`src/rtl/conv3x3_pkg.sv`:
```
// Types and constants shared by the 3x3 window sequencer and the window assembler.
package conv3x3_pkg;

    typedef enum logic {
        COLLECT = 1'b0,
        HOLD    = 1'b1
    } state_t;

    localparam int WIN_SLOTS = 9;
    localparam int IMG_W_DEF = 640;
    localparam int IMG_H_DEF = 640;

    // Fetch order of the sequencer: 0,1,2,W,W+1,W+2,2W,2W+1,2W+2
    localparam int SLOT_OFFSET [WIN_SLOTS] = '{
        0, 1, 2,
        IMG_W_DEF, IMG_W_DEF + 1, IMG_W_DEF + 2,
        2 * IMG_W_DEF, 2 * IMG_W_DEF + 1, 2 * IMG_W_DEF + 2
    };

    function automatic int slot_offset(input int slot, input int img_w);
        return (slot / 3) * img_w + (slot % 3);
    endfunction

endpackage

```
`src/rtl/conv3x3_window_assembler_if.sv`:
```
// Pixel-in / window-out handshake bundle of the 3x3 window assembler.
// out_sum is present only when CONV3X3_WINDOW_SUM_EN is defined.
interface conv3x3_window_assembler_if #(
    parameter int PIX_W  = 8,
    parameter int ADDR_W = 19
);
    import conv3x3_pkg::*;

    logic                       in_valid;
    logic                       in_ready;
    logic [3:0]                 in_idx;
    logic [PIX_W-1:0]           in_pix;
    logic                       out_valid;
    logic                       out_ready;
    logic [WIN_SLOTS*PIX_W-1:0] out_win;
    logic [ADDR_W-1:0]          out_base_addr;
    logic                       out_last;
    logic                       err_seq;
`ifdef CONV3X3_WINDOW_SUM_EN
    logic [PIX_W+3:0]           out_sum;
`endif

    modport slave (
        input  in_valid, in_idx, in_pix, out_ready,
`ifdef CONV3X3_WINDOW_SUM_EN
        output out_sum,
`endif
        output in_ready, out_valid, out_win, out_base_addr, out_last, err_seq
    );

    modport master (
        output in_valid, in_idx, in_pix, out_ready,
`ifdef CONV3X3_WINDOW_SUM_EN
        input  out_sum,
`endif
        input  in_ready, out_valid, out_win, out_base_addr, out_last, err_seq
    );

endinterface

```
`src/rtl/conv3x3_pos_tracker.sv`:
```
// Top-left position of the current window (stride 1) with an incrementally kept
// base address and a registered final-window flag.
module conv3x3_pos_tracker #(
    parameter int IMG_W  = 640,
    parameter int IMG_H  = 640,
    parameter int ADDR_W = 19
) (
    input  logic              clk,
    input  logic              reset_n,
    input  logic              advance,
    output logic [ADDR_W-1:0] base_addr,
    output logic              last
);
    localparam int COL_W = $clog2(IMG_W);
    localparam int ROW_W = $clog2(IMG_H);

    logic [COL_W-1:0] col, col_nxt;
    logic [ROW_W-1:0] row, row_nxt;
    logic [ADDR_W-1:0] base_nxt;
    logic line_end, last_row;

    assign line_end = (col == COL_W'(IMG_W - 3));
    assign last_row = (row == ROW_W'(IMG_H - 3));

    // Line end jumps the base by 3: (row+1)*W = row*W + (W-3) + 3
    always_comb begin
        col_nxt  = col + COL_W'(1);
        row_nxt  = row;
        base_nxt = base_addr + ADDR_W'(1);
        if (line_end && last_row) begin
            col_nxt  = '0;
            row_nxt  = '0;
            base_nxt = '0;
        end else if (line_end) begin
            col_nxt  = '0;
            row_nxt  = row + ROW_W'(1);
            base_nxt = base_addr + ADDR_W'(3);
        end
    end

    always_ff @(posedge clk or negedge reset_n) begin
        if (!reset_n) begin
            col       <= '0;
            row       <= '0;
            base_addr <= '0;
            last      <= 1'b0;
        end else if (advance) begin
            col       <= col_nxt;
            row       <= row_nxt;
            base_addr <= base_nxt;
            last      <= (row_nxt == ROW_W'(IMG_H - 3)) && (col_nxt == COL_W'(IMG_W - 3));
        end
    end

endmodule

```
`src/rtl/conv3x3_window_assembler.sv`:
```
// Collects nine sequencer pixels into a 3x3 window and hands it downstream.
// Define CONV3X3_WINDOW_SUM_EN to add the out_sum window-sum output.
module conv3x3_window_assembler
    import conv3x3_pkg::*;
#(
    parameter int IMG_W  = IMG_W_DEF,
    parameter int IMG_H  = IMG_H_DEF,
    parameter int PIX_W  = 8,
    parameter int ADDR_W = 19
) (
    input  logic                        clk,
    input  logic                        reset_n,
    conv3x3_window_assembler_if.slave   bus
);
    state_t           state, state_nxt;
    logic [3:0]       slot;
    logic [PIX_W-1:0] win [WIN_SLOTS];
    logic             accept, release_win, err_seq;

    assign bus.in_ready  = (state == COLLECT);
    assign bus.out_valid = (state == HOLD);
    assign bus.err_seq   = err_seq;
    assign accept        = bus.in_valid && bus.in_ready;
    assign release_win   = bus.out_valid && bus.out_ready;

    always_ff @(posedge clk or negedge reset_n) begin
        if (!reset_n) state <= COLLECT;
        else          state <= state_nxt;
    end

    always_comb begin
        state_nxt = state;
        case (state)
            COLLECT: if (accept && slot == 4'(WIN_SLOTS - 1)) state_nxt = HOLD;
            HOLD:    if (release_win) state_nxt = COLLECT;
            default: state_nxt = COLLECT;
        endcase
    end

    // Pixels land by the local slot count; in_idx only feeds the order check.
    always_ff @(posedge clk or negedge reset_n) begin
        if (!reset_n) begin
            slot    <= '0;
            err_seq <= 1'b0;
            for (int k = 0; k < WIN_SLOTS; k++) win[k] <= '0;
        end else if (accept) begin
            win[slot] <= bus.in_pix;
            slot      <= (slot == 4'(WIN_SLOTS - 1)) ? 4'd0 : slot + 4'd1;
            if (bus.in_idx != slot) err_seq <= 1'b1;
        end
    end

    for (genvar k = 0; k < WIN_SLOTS; k++) begin : g_pack
        assign bus.out_win[k*PIX_W +: PIX_W] = win[k];
    end

`ifdef CONV3X3_WINDOW_SUM_EN
    logic [PIX_W+3:0] sum;

    always_ff @(posedge clk or negedge reset_n) begin
        if (!reset_n)         sum <= '0;
        else if (release_win) sum <= '0;
        else if (accept)      sum <= sum + {4'b0, bus.in_pix};
    end

    assign bus.out_sum = sum;
`endif

    conv3x3_pos_tracker #(
        .IMG_W  (IMG_W),
        .IMG_H  (IMG_H),
        .ADDR_W (ADDR_W)
    ) u_pos (
        .clk       (clk),
        .reset_n   (reset_n),
        .advance   (release_win),
        .base_addr (bus.out_base_addr),
        .last      (bus.out_last)
    );

endmodule

```
`src/flat_wrapper.sv`:
```
// flat-port wrapper written by rule: the top's interface ports become plain ports
module conv3x3_window_assembler_flat import conv3x3_pkg::*;
#(
    parameter int IMG_W  = IMG_W_DEF,
    parameter int IMG_H  = IMG_H_DEF,
    parameter int PIX_W  = 8,
    parameter int ADDR_W = 19
)
  (clk, reset_n, bus_in_valid, bus_in_idx, bus_in_pix, bus_out_ready, bus_in_ready, bus_out_valid, bus_out_win, bus_out_base_addr, bus_out_last, bus_err_seq);
  conv3x3_window_assembler_if #(.PIX_W(PIX_W), .ADDR_W(ADDR_W)) bus_i ();
  input  logic clk;
  input  logic reset_n;
  input wire logic [$bits(bus_i.in_valid)-1:0] bus_in_valid;
  input wire logic [$bits(bus_i.in_idx)-1:0] bus_in_idx;
  input wire logic [$bits(bus_i.in_pix)-1:0] bus_in_pix;
  input wire logic [$bits(bus_i.out_ready)-1:0] bus_out_ready;
  output wire logic [$bits(bus_i.in_ready)-1:0] bus_in_ready;
  output wire logic [$bits(bus_i.out_valid)-1:0] bus_out_valid;
  output wire logic [$bits(bus_i.out_win)-1:0] bus_out_win;
  output wire logic [$bits(bus_i.out_base_addr)-1:0] bus_out_base_addr;
  output wire logic [$bits(bus_i.out_last)-1:0] bus_out_last;
  output wire logic [$bits(bus_i.err_seq)-1:0] bus_err_seq;
  assign bus_i.in_valid = bus_in_valid;
  assign bus_i.in_idx = bus_in_idx;
  assign bus_i.in_pix = bus_in_pix;
  assign bus_i.out_ready = bus_out_ready;
  assign bus_in_ready = bus_i.in_ready;
  assign bus_out_valid = bus_i.out_valid;
  assign bus_out_win = bus_i.out_win;
  assign bus_out_base_addr = bus_i.out_base_addr;
  assign bus_out_last = bus_i.out_last;
  assign bus_err_seq = bus_i.err_seq;
  conv3x3_window_assembler #(.IMG_W(IMG_W), .IMG_H(IMG_H), .PIX_W(PIX_W), .ADDR_W(ADDR_W)) u_core (.clk(clk), .reset_n(reset_n), .bus(bus_i));
endmodule
```
`config.mk`:
```
export PLATFORM = sky130hd
export DESIGN_NAME = conv3x3_window_assembler_flat
export DESIGN_NICKNAME = d
export VERILOG_FILES = /design/src/rtl/conv3x3_pkg.sv /design/src/rtl/conv3x3_window_assembler_if.sv /design/src/rtl/conv3x3_pos_tracker.sv /design/src/rtl/conv3x3_window_assembler.sv /design/src/flat_wrapper.sv
export SDC_FILE = /design/constraint.sdc
export NUM_CORES = 1
export LEC_CHECK = 0
export ABC_AREA = 1
export BUFFER_PORTS_ARGS = -buffer_cell sky130_fd_sc_hd__buf_2
export CAP_MARGIN = 20
export CORE_MARGIN = 4
export CORE_UTILIZATION = 59
export DETAILED_ROUTE_END_ITERATION = 10
export HOLD_SLACK_MARGIN = 0.05
export PLACE_DENSITY_LB_ADDON = 0.05
export SYNTH_ARGS = -nofsm -noshare
export SYNTH_HDL_FRONTEND = slang
export SYNTH_SLANG_ARGS = --single-unit
```
`constraint.sdc`:
```
create_clock -name clk -period 3 [get_ports clk]
set_input_delay 0.15 -clock clk [delete_from_list [all_inputs] [get_ports clk]]
set_output_delay 0.15 -clock clk [all_outputs]
set_load 0.005 [all_outputs]
```
==> metrics.csv <==
metric;value;unit
outcome;complete, no violations;
Synth Area in XOR/XNOR;2.056;%
crit path kind;register to register;
cell chosen for the clock root;clkbuf_8;
Hold/Removal Path Class;primary input to register;
H-tree levels;4;
register bit total from synthesis;118;
leading cell types by total area after synthesis;dfrtp_1 (53%), nand2_1 (10%), o21ai_0 (6.3%);
peak per-stage delay on the critical path;0.41;ns
# diodes;0;
share of cells above drive strength 1;21.44;%
Initial Utilization;60.22;%
final setup vio count;0;
IR drop worst, VDD;0.5781;mV
required time of the critical path;3.45;ns
clock period minus final worst setup slack;2.270;ns
global router's overall resource usage;26.23;%
Die X-Extent;104.9;µm
number of cells upsized or downsized after cts;0;
Post-Synth Adder-Cell Area;2.033;%
clock insertion delay at the later pin of the skew report;0.52;ns
Slew Limit Headroom;43.33;%
final core utilization;73.82;%
number of routed nets with antenna violations;0;
ordered list of cells on the worst path;inv_1 > ha_1 > nand2_1 > nor2_4 > nand2_4 > nand2_4 > nand2_1 > inv_1 > ha_1 > inv_1 > nand2_2 > nand2_2 > nor2_4 > nand3_2 > o21ai_1 > nand2_1 > nor2_1;
Remaining DRCs;0;
net count after synthesis;689;
setup repair after global routing missed its margin;no;
post-synthesis mux area share;0;%
number of I/O port buffers;110;
combinational family with the most area after synthesis;simple AND/OR/NAND/NOR gates;
area of the core region;9196;µm²
Synth Area in Compound Gates;11.50;%
startpoint types;register;
drt total wl;14100;µm
sequential-to-total area share from yosys stat;53.32;%
TritonCTS buffer count;17;
total negative setup slack;0;ns
final critical-path share of the clock period;75.66;%
share of synthesized cell area in and, or, nand and nor gates;25.01;%
number of distinct library cells after synthesis;31;
initial antenna violation count;0;
cell taking the most area after synthesis;dfrtp_1;
ys flop type;dfrtp_1;
die area;11000;µm²
vias per std cell;5.392;
register-to-register path setup slack;0.73;ns
final hold violation count;0;
detailed placement HPWL;9646;µm
vias post-DR;4874;
y dimension of the die;104.9;µm
number of global-route vias before repair;4916;
number of nets at the end of the flow;805;
area growth from synthesis to final layout;22.59;%
Layout Skew;0.008733;ns
gp weighted congestion;0.8958;
count of standard-cell rows;35;
first-pass GRT wire length;23230;µm
TritonCTS clock tree;yes;
Avg Inst Size Synth;8.340;µm²
number of violations reported at the end of detailed-routing iteration 0;225;
overflow left after global routing;0;
num ports;111;
Async S/R FF share, synth;100.0;%
Cells after Synth;664;
measured slew at the worst slew-check pin;0.8500;ns
fmax;440.6;MHz
Data arrival, critical path;2.72;ns
category of the worst setup path capture point;register;
total iterations of the first detailed-routing run;7;
combined area of all synthesized cells;5538;µm²
Synthesis Warnings;0;
standby leakage power;3.458;nW
average wire per standard cell;15.60;µm
library cell contributing the largest single delay on the critical path;dfrtp_1;
clock buffer depth;2;
number of max-cap violations;0;
post-synth top area share;53.32;%
pwr dens;970.0;nW/µm²
number of synthesized flops with an enable pin;0;
Max Slew Vio Count;0;
Sink Count;118;
pin count of the biggest net entering global routing;67;
clock edge transition at the registers on the reported setup and hold paths;0.06;ns
Max Fanout on Critical Path;23;
## worst max-delay path: cells and delay by family, from the launching register on
family / cells / cell delay [ns]
AOI/OAI and AO/OA: 1 / 0.17
adders and majority gates: 2 / 0.27
and+or+nand+nor: 11 / 1.17
buffers and inverters: 3 / 0.19
DFF: 1 / 0.41
## registers in the layout, indices dropped and copies added, names as in the netlist
name and flops:
u_core.u_pos.base_addr 19, u_core.bus.out_win 72, u_core.slot 4, u_core.u_pos.row 10, u_core.bus.out_valid 1, u_core.u_pos.col 10
u_core.u_pos.last 1, u_core.bus.err_seq 1
## cells by family (layout without fill, tap and decap cells)
family,Yosys count,after routing
AO/OA/AOI/OAI,124,124
buffers and inverters,85,214
AND/OR/NAND/NOR,315,315
adder cells (fa/ha/maj),9,9
flip-flops,118,118
XOR/XNOR,13,13
## final timing paths
| path | end | from | depth (start not counted) |
|---|---|---|---|
| worst min register to register | u_core.bus.err_seq | u_core.bus.err_seq | 1 |
| max in group asynchronous | u_core.u_pos.col[2] | reset_n | 3 |
| worst min-delay path | u_core.bus.err_seq | bus_in_idx[1] | 4 |
| worst max register to register | u_core.u_pos.base_addr[14] | u_core.u_pos.col[1] | 17 |
| worst max-delay path | u_core.u_pos.base_addr[14] | u_core.u_pos.col[1] | 17 |
| min in group asynchronous | u_core.u_pos.row[7] | reset_n | 2 |
## repair_timing
item                                   in CTS  in global routing
hold buffers                                3                  0
setup buffers                               0                  0
endpoints found under the hold margin      67                  0
## area by class of cell
class	count	area [µm²]
clock buffers	18	417.9
clock inverters	14	167.7
fillers	686	2407
inverters	67	252.7
multi-input cells	461	2248
flip-flops and latches	118	2953
well taps	111	138.9
repair buffers	115	610.6
## synthesized netlist by cell type (2+ instances only)
| cell type | number |
|---|---|
| nand2_1 | 152 |
| dfrtp_1 | 118 |
| nor2_1 | 78 |
| o21ai_0 | 70 |
| inv_1 | 62 |
| a21oi_1 | 44 |
| nand3_1 | 40 |
| xor2_1 | 11 |
| nand4_1 | 10 |
| ha_1 | 9 |
| clkbuf_1 | 8 |
| buf_2 | 7 |
| nor3_1 | 7 |
| nand2_2 | 6 |
| nor2_2 | 5 |
| nor2_4 | 5 |
| o22ai_1 | 5 |
| nor4_1 | 4 |
| inv_2 | 3 |
| nand2_4 | 3 |
| o21bai_1 | 3 |
| buf_1 | 2 |
| nand3_2 | 2 |
| or2_2 | 2 |
| xnor2_1 | 2 |
## through the flow
stage	power, W	setup slack, ns	hold WS (ns)	cell area [µm²]	instances
after floorplan	0.003674	1.106	-0.1456	5538	664
after global placement	0.004458	0.8427	0.2992	6173	869
after detailed placement	0.004563	0.7514	0.3101	6173	869
after CTS	0.006620	0.7368	0.05732	6789	904
after global routing	0.007040	0.5321	0.09313	6789	904
final	0.006585	0.7303	0.06513	6789	904
## routing by layer
layer,share of wire [%],GRT usage [%]
met5,0,0
met4,2.0,9.091
met3,6.2,6.794
met2,51,45.46
met1,41,31.70
## power breakdown
| group | switching [W] | leakage, nW | internal [W] |
|---|---|---|---|
| Combinational | 0.00110 | 1.74 | 0.000817 |
| Clock | 0.000806 | 0.281 | 0.00121 |
| Sequential | 0.000454 | 1.44 | 0.00220 |
| Total | 0.00236 | 3.46 | 0.00422 |
## layout by cell type, fill, tap and decap left out, drive strengths merged
master	n
a21oi	44
buf	112
bufinv	2
clkbuf	18
clkinv	6
clkinvlp	2
dfrtp	118
dlygate4sd3	3
ha	9
inv	71
nand2	161
nand3	42
nand3b	1
nand4	10
nor2	88
nor3	7
nor4	4
o21ai	71
o21bai	3
o22ai	5
o31ai	1
or2	2
xnor2	2
xor2	11
(Power assumes the default switching activity.)
